`config.mk`:
```
export PLATFORM = sky130hd
export DESIGN_NAME = ht_cmd_mux
export DESIGN_NICKNAME = d
export VERILOG_FILES = /design/src/rtl/hash_table_pkg.sv /design/src/rtl/ht_tag_fifo.sv /design/src/rtl/ht_cmd_mux.sv
export SDC_FILE = /design/constraint.sdc
export NUM_CORES = 1
export LEC_CHECK = 0
export BUFFER_PORTS_ARGS = -buffer_cell sky130_fd_sc_hd__buf_2
export CORE_MARGIN = 5
export CORE_UTILIZATION = 49
export DETAILED_ROUTE_END_ITERATION = 12
export PLACE_DENSITY = 0.86
export SYNTH_ARGS = -nofsm -noshare
export SYNTH_HDL_FRONTEND = slang
export SYNTH_SLANG_ARGS = --single-unit
```
`constraint.sdc`:
```
create_clock -name clk_i -period 7 [get_ports clk_i]
set_clock_uncertainty 0.05 [all_clocks]
set_input_delay 0.35 -clock clk_i [delete_from_list [all_inputs] [get_ports clk_i]]
set_output_delay 0.35 -clock clk_i [all_outputs]
set_load 0.01 [all_outputs]
```
`src/rtl/hash_table_pkg.sv`:
```
// ---------------------------------------------------------------------------
// hash_table package
//
// Types shared by the hash table core and its command front-end: command
// and result records, opcode/result enums, plus the default sizing of the
// multi-channel command mux and its channel-id type.
// ---------------------------------------------------------------------------
package hash_table;

    localparam int KEY_WIDTH   = 16;
    localparam int VALUE_WIDTH = 16;

    localparam int CMD_MUX_CHANNELS        = 4;
    localparam int CMD_MUX_MAX_OUTSTANDING = 16;

    typedef logic [$clog2(CMD_MUX_CHANNELS)-1:0] ht_ch_id_t;

    typedef enum logic [1:0] {
        OP_INSERT = 2'd0,
        OP_DELETE = 2'd1,
        OP_SEARCH = 2'd2,
        OP_NOP    = 2'd3
    } ht_opcode_t;

    typedef enum logic [2:0] {
        SEARCH_FOUND                     = 3'd0,
        SEARCH_NOT_SUCCESS_NO_ENTRY      = 3'd1,
        INSERT_SUCCESS                   = 3'd2,
        INSERT_SUCCESS_SAME_KEY          = 3'd3,
        INSERT_NOT_SUCCESS_TABLE_IS_FULL = 3'd4,
        DELETE_SUCCESS                   = 3'd5,
        DELETE_NOT_SUCCESS_NO_ENTRY      = 3'd6
    } ht_rescode_t;

    typedef struct packed {
        ht_opcode_t             opcode;
        logic [KEY_WIDTH-1:0]   key;
        logic [VALUE_WIDTH-1:0] value;
    } ht_command_t;

    typedef struct packed {
        ht_opcode_t             cmd;
        ht_rescode_t            rescode;
        logic [KEY_WIDTH-1:0]   key;
        logic [VALUE_WIDTH-1:0] value;
    } ht_result_t;

endpackage

```
`src/rtl/ht_tag_fifo.sv`:
```
// ---------------------------------------------------------------------------
// ht_tag_fifo
//
// Synchronous first-word-fall-through FIFO holding the channel id of every
// command issued to the hash table core but not yet answered. The head entry
// is visible on head_data whenever the FIFO is not empty.
//
// Ports:
//   clk        clock
//   rst        asynchronous active-high reset (pointers and occupancy)
//   push       write push_data (ignored when full)
//   push_data  channel id to record
//   pop        discard the head entry (ignored when empty)
//   head_data  current head entry
//   usedw      occupancy, 0..DEPTH
//   empty      no entries
//   full       DEPTH entries
// ---------------------------------------------------------------------------
module ht_tag_fifo #(
    parameter int WIDTH = 2,
    parameter int DEPTH = 16
) (
    input  logic                     clk,
    input  logic                     rst,
    input  logic                     push,
    input  logic [WIDTH-1:0]         push_data,
    input  logic                     pop,
    output logic [WIDTH-1:0]         head_data,
    output logic [$clog2(DEPTH):0]   usedw,
    output logic                     empty,
    output logic                     full
);

    localparam int PTR_W = $clog2(DEPTH);
    localparam logic [PTR_W-1:0] PTR_ONE = PTR_W'(1);
    localparam logic [PTR_W:0]   CNT_ONE = (PTR_W + 1)'(1);
    localparam logic [PTR_W:0]   CNT_MAX = (PTR_W + 1)'(DEPTH);

    logic [WIDTH-1:0] mem [DEPTH];
    logic [PTR_W-1:0] wr_ptr;
    logic [PTR_W-1:0] rd_ptr;
    logic [PTR_W:0]   count;
    logic             do_push;
    logic             do_pop;

    assign do_push = push && !full;
    assign do_pop  = pop && !empty;

    // NOTE: storage has no reset; only pointers and count must be known, and
    // leaving the array unreset lets it map onto plain registers or LUT RAM.
    always_ff @(posedge clk) begin
        if (do_push) begin
            mem[wr_ptr] <= push_data;
        end
    end

    // NOTE: state is updated with non-blocking assignments so every register
    // samples the pre-edge values regardless of statement order.
    always_ff @(posedge clk or posedge rst) begin
        if (rst) begin
            wr_ptr <= '0;
            rd_ptr <= '0;
            count  <= '0;
        end else begin
            if (do_push) begin
                wr_ptr <= wr_ptr + PTR_ONE;
            end
            if (do_pop) begin
                rd_ptr <= rd_ptr + PTR_ONE;
            end
            // Simultaneous push and pop leaves the occupancy unchanged.
            case ({do_push, do_pop})
                2'b10:   count <= count + CNT_ONE;
                2'b01:   count <= count - CNT_ONE;
                default: count <= count;
            endcase
        end
    end

    assign head_data = mem[rd_ptr];
    assign usedw     = count;
    assign empty     = (count == '0);
    assign full      = (count == CNT_MAX);

endmodule

```
`src/rtl/ht_cmd_mux.sv`:
```
// ---------------------------------------------------------------------------
// ht_cmd_mux
//
// Multi-channel command front-end for the hash table core. Arbitrates the
// client command streams onto the single core command port through one
// output register, records the issuing channel of each command in a tag
// FIFO, and routes the in-order results back to that channel.
//
// Configuration macro: HT_CMD_MUX_STRICT_PRIO_EN
//   defined   - fixed priority, lowest channel index wins
//   undefined - round-robin starting after the last granted channel
//
// Ports:
//   clk_i, rst_i      clock, asynchronous active-high reset
//   ch_cmd_i          per-channel command
//   ch_cmd_valid_i    per-channel command valid
//   ch_cmd_ready_o    per-channel accept (one-hot winner)
//   ht_cmd_o          registered command to the core
//   ht_cmd_valid_o    command valid to the core
//   ht_cmd_ready_i    core accepts the command
//   ht_res_i          result from the core
//   ht_res_valid_i    result valid from the core
//   ht_res_ready_o    result consumed
//   ch_res_o          result, broadcast to all channels
//   ch_res_valid_o    one-hot result valid for the issuing channel
//   ch_res_ready_i    per-channel result ready
//   outstanding_o     commands issued but not yet answered
//   err_unexp_res_o   sticky: a result arrived with nothing outstanding
// ---------------------------------------------------------------------------
module ht_cmd_mux
    import hash_table::*;
#(
    parameter int CHANNELS        = CMD_MUX_CHANNELS,
    parameter int MAX_OUTSTANDING = CMD_MUX_MAX_OUTSTANDING
) (
    input  logic                               clk_i,
    input  logic                               rst_i,
    input  ht_command_t [CHANNELS-1:0]         ch_cmd_i,
    input  logic [CHANNELS-1:0]                ch_cmd_valid_i,
    output logic [CHANNELS-1:0]                ch_cmd_ready_o,
    output ht_command_t                        ht_cmd_o,
    output logic                               ht_cmd_valid_o,
    input  logic                               ht_cmd_ready_i,
    input  ht_result_t                         ht_res_i,
    input  logic                               ht_res_valid_i,
    output logic                               ht_res_ready_o,
    output ht_result_t                         ch_res_o,
    output logic [CHANNELS-1:0]                ch_res_valid_o,
    input  logic [CHANNELS-1:0]                ch_res_ready_i,
    output logic [$clog2(MAX_OUTSTANDING):0]   outstanding_o,
    output logic                               err_unexp_res_o
);

    localparam int CH_W = $clog2(CHANNELS);

    logic            can_accept;
    logic            cmd_accept;
    logic            grant_found;
    logic [CH_W-1:0] grant_id;
    logic [CH_W-1:0] tag_head;
    logic            tag_empty;
    logic            tag_full;
    logic            tag_pop;

    // -----------------------------------------------------------------------
    // Arbitration. Loops run from lowest to highest priority so the last
    // matching candidate written is the winner, without a break.
    // -----------------------------------------------------------------------
`ifdef HT_CMD_MUX_STRICT_PRIO_EN
    always_comb begin
        grant_found = 1'b0;
        grant_id    = '0;
        for (int i = CHANNELS - 1; i >= 0; i--) begin
            if (ch_cmd_valid_i[i]) begin
                grant_found = 1'b1;
                grant_id    = CH_W'(i);
            end
        end
    end
`else
    logic [CH_W-1:0] last_grant;

    // NOTE: every combinational output gets a default before any condition,
    // so no path leaves a variable unassigned and no latch is inferred.
    always_comb begin
        grant_found = 1'b0;
        grant_id    = '0;
        // Offset 1 (the channel right after last_grant) has top priority.
        for (int i = CHANNELS; i >= 1; i--) begin
            if (ch_cmd_valid_i[(int'(last_grant) + i) % CHANNELS]) begin
                grant_found = 1'b1;
                grant_id    = CH_W'((int'(last_grant) + i) % CHANNELS);
            end
        end
    end

    // Reset to the last channel so channel 0 is first in line.
    always_ff @(posedge clk_i or posedge rst_i) begin
        if (rst_i) begin
            last_grant <= CH_W'(CHANNELS - 1);
        end else if (cmd_accept) begin
            last_grant <= grant_id;
        end
    end
`endif

    // A pop of the tag FIFO in the same cycle does not free a slot here: the
    // full check uses the registered occupancy only.
    assign can_accept = (!ht_cmd_valid_o || ht_cmd_ready_i) && !tag_full;
    assign cmd_accept = can_accept && grant_found && !rst_i;

    always_comb begin
        ch_cmd_ready_o = '0;
        if (cmd_accept) begin
            ch_cmd_ready_o[grant_id] = 1'b1;
        end
    end

    // -----------------------------------------------------------------------
    // Command output register
    // -----------------------------------------------------------------------
    always_ff @(posedge clk_i or posedge rst_i) begin
        if (rst_i) begin
            ht_cmd_o       <= '0;
            ht_cmd_valid_o <= 1'b0;
        end else if (cmd_accept) begin
            ht_cmd_o       <= ch_cmd_i[grant_id];
            ht_cmd_valid_o <= 1'b1;
        end else if (ht_cmd_ready_i) begin
            ht_cmd_valid_o <= 1'b0;
        end
    end

    // -----------------------------------------------------------------------
    // Issue-order tag FIFO
    // -----------------------------------------------------------------------
    ht_tag_fifo #(
        .WIDTH (CH_W),
        .DEPTH (MAX_OUTSTANDING)
    ) u_tag_fifo (
        .clk       (clk_i),
        .rst       (rst_i),
        .push      (cmd_accept),
        .push_data (grant_id),
        .pop       (tag_pop),
        .head_data (tag_head),
        .usedw     (outstanding_o),
        .empty     (tag_empty),
        .full      (tag_full)
    );

    // -----------------------------------------------------------------------
    // Result routing: combinational and strictly in order. A head channel
    // that is not ready stalls every result behind it.
    // -----------------------------------------------------------------------
    always_comb begin
        ch_res_valid_o = '0;
        ht_res_ready_o = 1'b0;
        if (!rst_i) begin
            if (tag_empty) begin
                // Nobody is waiting: swallow the result so the core never hangs.
                ht_res_ready_o = 1'b1;
            end else begin
                ch_res_valid_o[tag_head] = ht_res_valid_i;
                ht_res_ready_o           = ch_res_ready_i[tag_head];
            end
        end
    end

    assign tag_pop  = ht_res_valid_i && ht_res_ready_o && !tag_empty;
    assign ch_res_o = ht_res_i;

    always_ff @(posedge clk_i or posedge rst_i) begin
        if (rst_i) begin
            err_unexp_res_o <= 1'b0;
        end else if (ht_res_valid_i && tag_empty) begin
            err_unexp_res_o <= 1'b1;
        end
    end

endmodule

```
==> results of run 1 <==
==> final timing paths <==
| check | startpoint | to | slack (ns) | cells past startpoint |
|---|---|---|---|---|
| max | u_tag_fifo.rd_ptr[0]$_DFFE_PP0P_ | u_tag_fifo.usedw[4]$_DFFE_PP0P_ | 3.12 | 14 |
| min | ht_res_valid_i | err_unexp_res_o$_DFFE_PP0P_ | 0.18 | 2 |
| max reg2reg | u_tag_fifo.rd_ptr[0]$_DFFE_PP0P_ | u_tag_fifo.usedw[4]$_DFFE_PP0P_ | 3.12 | 14 |
| min reg2reg | err_unexp_res_o$_DFFE_PP0P_ | err_unexp_res_o$_DFFE_PP0P_ | 0.42 | 1 |
| max in group asynchronous | rst_i | ht_cmd_o[15]$_DFFE_PP0P_ | 5.96 | 2 |
| min in group asynchronous | rst_i | ht_cmd_o[24]$_DFFE_PP0P_ | 0.27 | 2 |
==> per-stage QoR <==
step | hold slack (ns) | instances | utilization | setup WS, ns | total power [mW]
2_1_floorplan | 0.4167 | 430 | - | 3.867 | 1.725
3_3_place_gp | 0.3895 | 707 | 0.5766 | 3.546 | 2.001
3_5_place_dp | 0.4122 | 707 | 0.5766 | 3.172 | 2.070
4_1_cts | 0.1523 | 723 | 0.5931 | 3.149 | 2.380
5_1_grt | 0.1619 | 723 | 0.5931 | 2.851 | 2.531
6_report | 0.1751 | 723 | 0.5931 | 3.121 | 2.352
==> state kept, by name, summed over array words and instances (netlist names) <==
name               flops
u_tag_fifo.usedw       5
ht_cmd_valid_o         1
u_tag_fifo.wr_ptr      4
err_unexp_res_o        1
last_grant             2
u_tag_fifo.mem        32
ht_cmd_o              34
u_tag_fifo.rd_ptr      4
==> where the power goes <==
part	leakage, nW	switching, mW	internal, mW	total [mW]
combinational	2.03	0.620	0.584	1.20
clock	0.0907	0.165	0.139	0.303
sequential	0.887	0.145	0.701	0.845
total	3.00	0.929	1.42	2.35
==> Yosys cell counts, types with 6 or more instances <==
cell type	count
nor3_1	11
nand2b_1	9
nand2_1	15
nor2_1	25
buf_2	13
xnor2_1	6
inv_1	14
buf_4	38
edfxtp_1	32
mux2i_1	107
dfrtp_1	49
ha_1	9
mux2_2	34
==> worst max-delay path, cell delays in order (launching register included) <==
cell     delay, ns
dfrtp_1       0.69
mux4_1        0.64
o22ai_1       0.28
nor2_1        0.17
a21o_1        0.23
a21oi_2       0.24
ha_1          0.26
inv_1         0.10
fa_1          0.41
inv_1         0.08
a21o_1        0.12
a21oi_1       0.07
xnor2_1       0.14
nor2_1        0.18
xnor2_1       0.14
==> final cells by class <==
| type | instances | area [um2] |
|---|---|---|
| sequential | 83 | 2240 |
| fill | 884 | 4182 |
| clock inverter | 4 | 25.02 |
| multi-input combinational | 273 | 2447 |
| timing repair buffer | 201 | 1016 |
| tap | 136 | 170.2 |
| inverter | 14 | 52.55 |
| clock buffer | 12 | 145.1 |
==> cells by family (layout without fill, tap and decap cells) <==
kind of cell,Yosys count,in the layout,synth area share
buf+inv,74,231,0.08844
mux,150,150,0.3235
compound gates,27,27,0.03714
xor+xnor,11,11,0.01881
fa+ha+maj,10,10,0.02590
simple gates,75,75,0.06890
flops,83,83,0.4373
==> routing by layer <==
layer	part of all wire	wire length, um	global-route usage	vias up
li1	-	-	-	1805
met1	0.36	4646	0.2311	1734
met2	0.53	6872	0.3695	180
met3	0.073	942	0.05337	45
met4	0.034	442	0.09054	0
met5	0	0	0	-
==> cell usage in the layout (no fill, tap or decap), types with 9 or more instances in the layout <==
cell,n
nand2b_1,9
nand2_1,15
ha_1,9
clkbuf_8,10
inv_1,13
nor2_1,24
nor3_1,10
mux2_2,34
mux2i_1,107
edfxtp_1,32
buf_2,197
dfrtp_1,49
==> impl_metrics.csv, run 1 <==
group,metric,value,unit
worst_setup_path,cp-start-kind,"flip-flop",
clock_network,h-tree-depth,3,
grt,grt_pass1_vias,4157,
grt,track_usage,0.2065,
grt,gr-total-overflow,0,
grt,grt_pass1_wl,20840,um
timing,tightest_slew,1.069,ns
die,rows,37,
clock_network,cts.path.max_buffers,2,
synthesis,synth_fp_nets,625,
clock_network,cts_tree,"built",
die,initial_core_util,0.4983,
die,io_pins,272,
synthesis,ys_top_cells_by_area,"dfrtp_1 24%, mux2i_1 21%, edfxtp_1 19%",
timing,grt_setup_unrepaired,"false",
worst_setup_path,endpoint_kind,"flip-flop",
die,die_w,112.2,um
placement,port_buffers,197,
timing,drv_slew,0,
grt,grt_max_degree,52,
job,cap_violations,0,
die,coreArea,10280,um2
route,drc,0,
die,die_height,112.2,um
hold_path,min_path_type,"in2reg",
synthesis,ys.flop_type,"dfrtp_1",
timing,final_hold_viol_count,0,
route,ant_nets,0,
final_layout,area_delta_synth_final,19.03,%
route,wl_per_cell,17.85,um
synthesis,ys_seq_area_frac,0.4373,
power,leakagePower,3.005,nW
timing,min_period,3.879,ns
final_layout,drive_above_1_share,0.4566,
synthesis,ys_ff_latch,83,
run_status,outcome,"completed",
power,power_per_cell_area,385.8,nW/um2
worst_setup_path,critPathKind,"reg2reg",
power,peakVddDrop,0.2240,mV
clock_network,cts_setup_buffers,0,
timing,fmaxAchievable,0.2578,GHz
synthesis,yosysTopAreaCellShare,0.2394,
timing,period_share,0.5541,
route,first_pass_iters,4,
final_layout,layout.nets,777,
final_layout,finish.instance_area,6096,um2
route,drt-vias-per-instance,5.206,
clock_network,insertion_delay,0.34,ns
synthesis,syn_area_per_cell,11.91,um2
die,dieArea,12600,um2
route,drt_iter0_drc,142,
synthesis,yosysWarnings,0,
clock_network,clock-sinks,83,
timing,slew_headroom,0.2861,
synthesis,synthArstFlopShare,0.6145,
clock_network,cts.reportedPaths.clkPinSlew,0.08,ns
worst_setup_path,worstPathRequired,7.22,ns
placement,gp_congestion,0.8778,
synthesis,netlist_area,5121,um2
placement,hpwl,10330,um
clock_network,cts_made_buffers,9,
synthesis,yosysUniqueCellTypes,42,
synthesis,yosysTopAreaCell,"dfrtp_1",
synthesis,synth_edf_count,32,
synthesis,synthesis.instances,430,
worst_setup_path,worst_ep_arrival_time,4.10,ns
grt,antenna_found_initial,0,
clock_network,cts_resized,0,
clock_network,root_buffer,"clkbuf_8",
timing,tns,0,ns
final_layout,antennaDiodeCount,0,
timing,setup_viol,0,
worst_setup_path,worst-path-max-fanout,13,
route,routed_wl,12900,um
route,routed-via-count,3764,
placement,dpl_cell_area,5926,um2
clock_network,ctsHoldBuffers,0,
Power figures use the tool's default switching activity.
==> inputs of run 2 (changes only) <==
--- a/config.mk
+++ b/config.mk
@@ -7,9 +7,9 @@
 export LEC_CHECK = 0
 export BUFFER_PORTS_ARGS = -buffer_cell sky130_fd_sc_hd__buf_2
 export CORE_MARGIN = 5
-export CORE_UTILIZATION = 49
+export CORE_UTILIZATION = 41
 export DETAILED_ROUTE_END_ITERATION = 12
-export PLACE_DENSITY = 0.86
+export PLACE_DENSITY = 0.77
 export SYNTH_ARGS = -nofsm -noshare
 export SYNTH_HDL_FRONTEND = slang
 export SYNTH_SLANG_ARGS = --single-unit
==> constraint.sdc (replaced) <==
create_clock -name clk_i -period 3.43 [get_ports clk_i]
set_clock_uncertainty 0.05 [all_clocks]
set_input_delay 0.1715 -clock clk_i [delete_from_list [all_inputs] [get_ports clk_i]]
set_output_delay 0.1715 -clock clk_i [all_outputs]
set_load 0.01 [all_outputs]
==> run 2 against run 1 <==
Utilization down 6.9 points. Global-route usage fell by 3.8 points. Critical path type unchanged. Sequential share of layout area shrank 1.4 points. Largest power group unchanged. Highest routed layer unchanged.
==> impl_metrics.csv, run 2 (synthesis gave the netlist of run 1 again) <==
group,metric,value,unit
run_status,outcome,"completed",
clock_network,cts.path.max_buffers,2,
final_layout,layout.nets,789,
timing,min_period,3.236,ns
route,drt_iter0_drc,140,
placement,gp_congestion,0.8838,
timing,grt_setup_unrepaired,"true",
worst_setup_path,critical-path-top-delay-family,"multiplexers",
grt,grt_pass1_wl,19870,um
final_layout,top_register,"ht_cmd_o",
route,first_pass_iters,4,
final_layout,area_delta_synth_final,23.97,%
final_layout,final_common_cell,"buf_2",
route,routed_wl,12620,um
worst_setup_path,cp_slowest_stage_delay,0.57,ns
timing,tns,0,ns
final_layout,drive_above_1_share,0.4808,
power,leakagePower,3.086,nW
worst_setup_path,reg2reg_depth,14,
grt,grt_pass1_vias,4181,
die,initial_core_util,0.4228,
placement,port_buffers,197,
worst_setup_path,cp_num_buf_inv,2,
worst_setup_path,endpoint_kind,"flip-flop",
hold_path,min_path_type,"in2async",
power,peakVddDrop,0.4907,mV
worst_setup_path,worst_ep_arrival_time,3.41,ns
timing,tightest_slew,0.9525,ns
timing,period_share,0.9435,
worst_setup_path,slowest_stage,"mux4_2",
die,coreArea,12110,um2
timing,fmaxAchievable,0.3090,GHz
final_layout,nFillCells,1093,
route,drt-vias-per-instance,5.055,
final_layout,final_cell_mix,"197 x buf_2, 104 x mux2i_1, 48 x dfrtp_1",
timing,final_hold_viol_count,0,
worst_setup_path,critPathKind,"reg2reg",
timing,drv_slew,0,
clock_network,cts.reportedPaths.clkPinSlew,0.06,ns
placement,hpwl,9909,um
grt,gr-total-overflow,0,
job,cap_violations,0,
die,io_pins,272,
clock_network,root_buffer,"clkbuf_16",
die,die_w,121.8,um
clock_network,cts_made_buffers,9,
grt,track_usage,0.1680,
die,dieArea,14830,um2
worst_setup_path,r2r_end,"u_tag_fifo.usedw[4]$_DFFE_PP0P_",
grt,grt_max_degree,50,
worst_setup_path,cp_cell_sequence,"mux4_2 > mux2i_2 > mux2i_1 > o21ai_2 > a21oi_2 > ha_2 > inv_2 > fa_2 > inv_2 > a21o_1 > a21oi_2 > xnor2_1 > nor2_1 > xnor2_1",
final_layout,multi_input_area,2467,um2
die,die_height,121.8,um
grt,antenna_found_initial,0,
worst_setup_path,worstPathRequired,3.60,ns
final_layout,antennaDiodeCount,0,
route,wl_per_cell,16.45,um
final_layout,largest_register_ffs,34,
route,ant_nets,0,
route,routed-via-count,3877,
worst_setup_path,worst-path-max-fanout,8,
timing,setup_viol,0,
worst_setup_path,cp-start-kind,"flip-flop",
die,rows,40,
power,power_per_cell_area,808.2,nW/um2
worst_setup_path,r2r-start,"u_tag_fifo.rd_ptr[1]$_DFFE_PP0P_",
clock_network,h-tree-depth,3,
clock_network,cts_tree,"built",
final_layout,layoutNonFillerInstCount,767,
clock_network,insertion_delay,0.33,ns
timing,slew_headroom,0.3650,
final_layout,seqCellArea,2241,um2
worst_setup_path,ff2ff_setup_slack,0.19,ns
clock_network,clock-sinks,83,
power,fin_total_pwr,5.131,mW
placement,placedCellCount,745,
route,drc,0,
==> run 2: cell count changes in the layout (fill, tap and decap cells not counted), sizes merged <==
cell and delta:
clkinvlp +3, clkbuf -3, buf +11, dlygate4sd3 +1
==> run 2: timing repair <==
item                                    4_1_cts  5_1_grt
pin swaps                                     0        9
endpoints found under the hold margin         1        0
hold buffers                                  1        0
cloned                                        0        0
resized for setup                             1        8
buffers inserted                              0        5
endpoints found under the setup margin        1        1
==> run 2: power by group <==
group	switching [mW]	leakage, nW	internal (mW)
logic	1.29	2.08	1.27
registers	0.263	0.886	1.43
clock network	0.389	0.123	0.486
==> run 2: stage by stage <==
stage / util / instance area, um2 / hold WS [ns] / setup slack (ns)
6_report: 0.5242 / 6349 / 0.03057 / 0.1937
5_1_grt: 0.5242 / 6349 / 0.1169 / -0.03905
4_1_cts: 0.5194 / 6291 / 0.07263 / 0.04819
3_5_place_dp: 0.4963 / 6011 / 0.2931 / -0.02599
3_3_place_gp: 0.4963 / 6011 / 0.2931 / 0.1554
2_1_floorplan: - / 5121 / 0.2382 / 0.2971
==> run 2: worst max-delay path by stage <==
stage	start	end	slack, ns	cells after the start
after detailed placement	u_tag_fifo.rd_ptr[1]$_DFFE_PP0P_	u_tag_fifo.usedw[4]$_DFFE_PP0P_	-0.03	14
after floorplan	u_tag_fifo.rd_ptr[1]$_DFFE_PP0P_	u_tag_fifo.usedw[4]$_DFFE_PP0P_	0.30	15
after CTS	u_tag_fifo.rd_ptr[1]$_DFFE_PP0P_	u_tag_fifo.usedw[4]$_DFFE_PP0P_	0.05	14
after global routing	u_tag_fifo.rd_ptr[1]$_DFFE_PP0P_	u_tag_fifo.usedw[4]$_DFFE_PP0P_	-0.04	14
after global placement	u_tag_fifo.rd_ptr[1]$_DFFE_PP0P_	u_tag_fifo.usedw[4]$_DFFE_PP0P_	0.16	14
final	u_tag_fifo.rd_ptr[1]$_DFFE_PP0P_	u_tag_fifo.usedw[4]$_DFFE_PP0P_	0.19	14
==> run 2: metal layers <==
layer | track usage | vias up | share of wire
li1 | - | 1836 | -
met1 | 0.1952 | 1834 | 0.37
met2 | 0.2973 | 184 | 0.52
met5 | 0 | - | 0
met4 | 0.05602 | 0 | 0.014
met3 | 0.04828 | 23 | 0.087
==> run 2: final cells by class <==
| cell class | count | share of cell area |
|---|---|---|
| Multi-Input combinational cell | 273 | 0.3886 |
| Sequential cell | 83 | 0.3530 |
| Timing Repair Buffer | 213 | 0.1746 |
| Clock buffer | 9 | 0.03547 |
| Tap cell | 168 | 0.03311 |
| Inverter | 14 | 0.008277 |
| Clock inverter | 7 | 0.006898 |
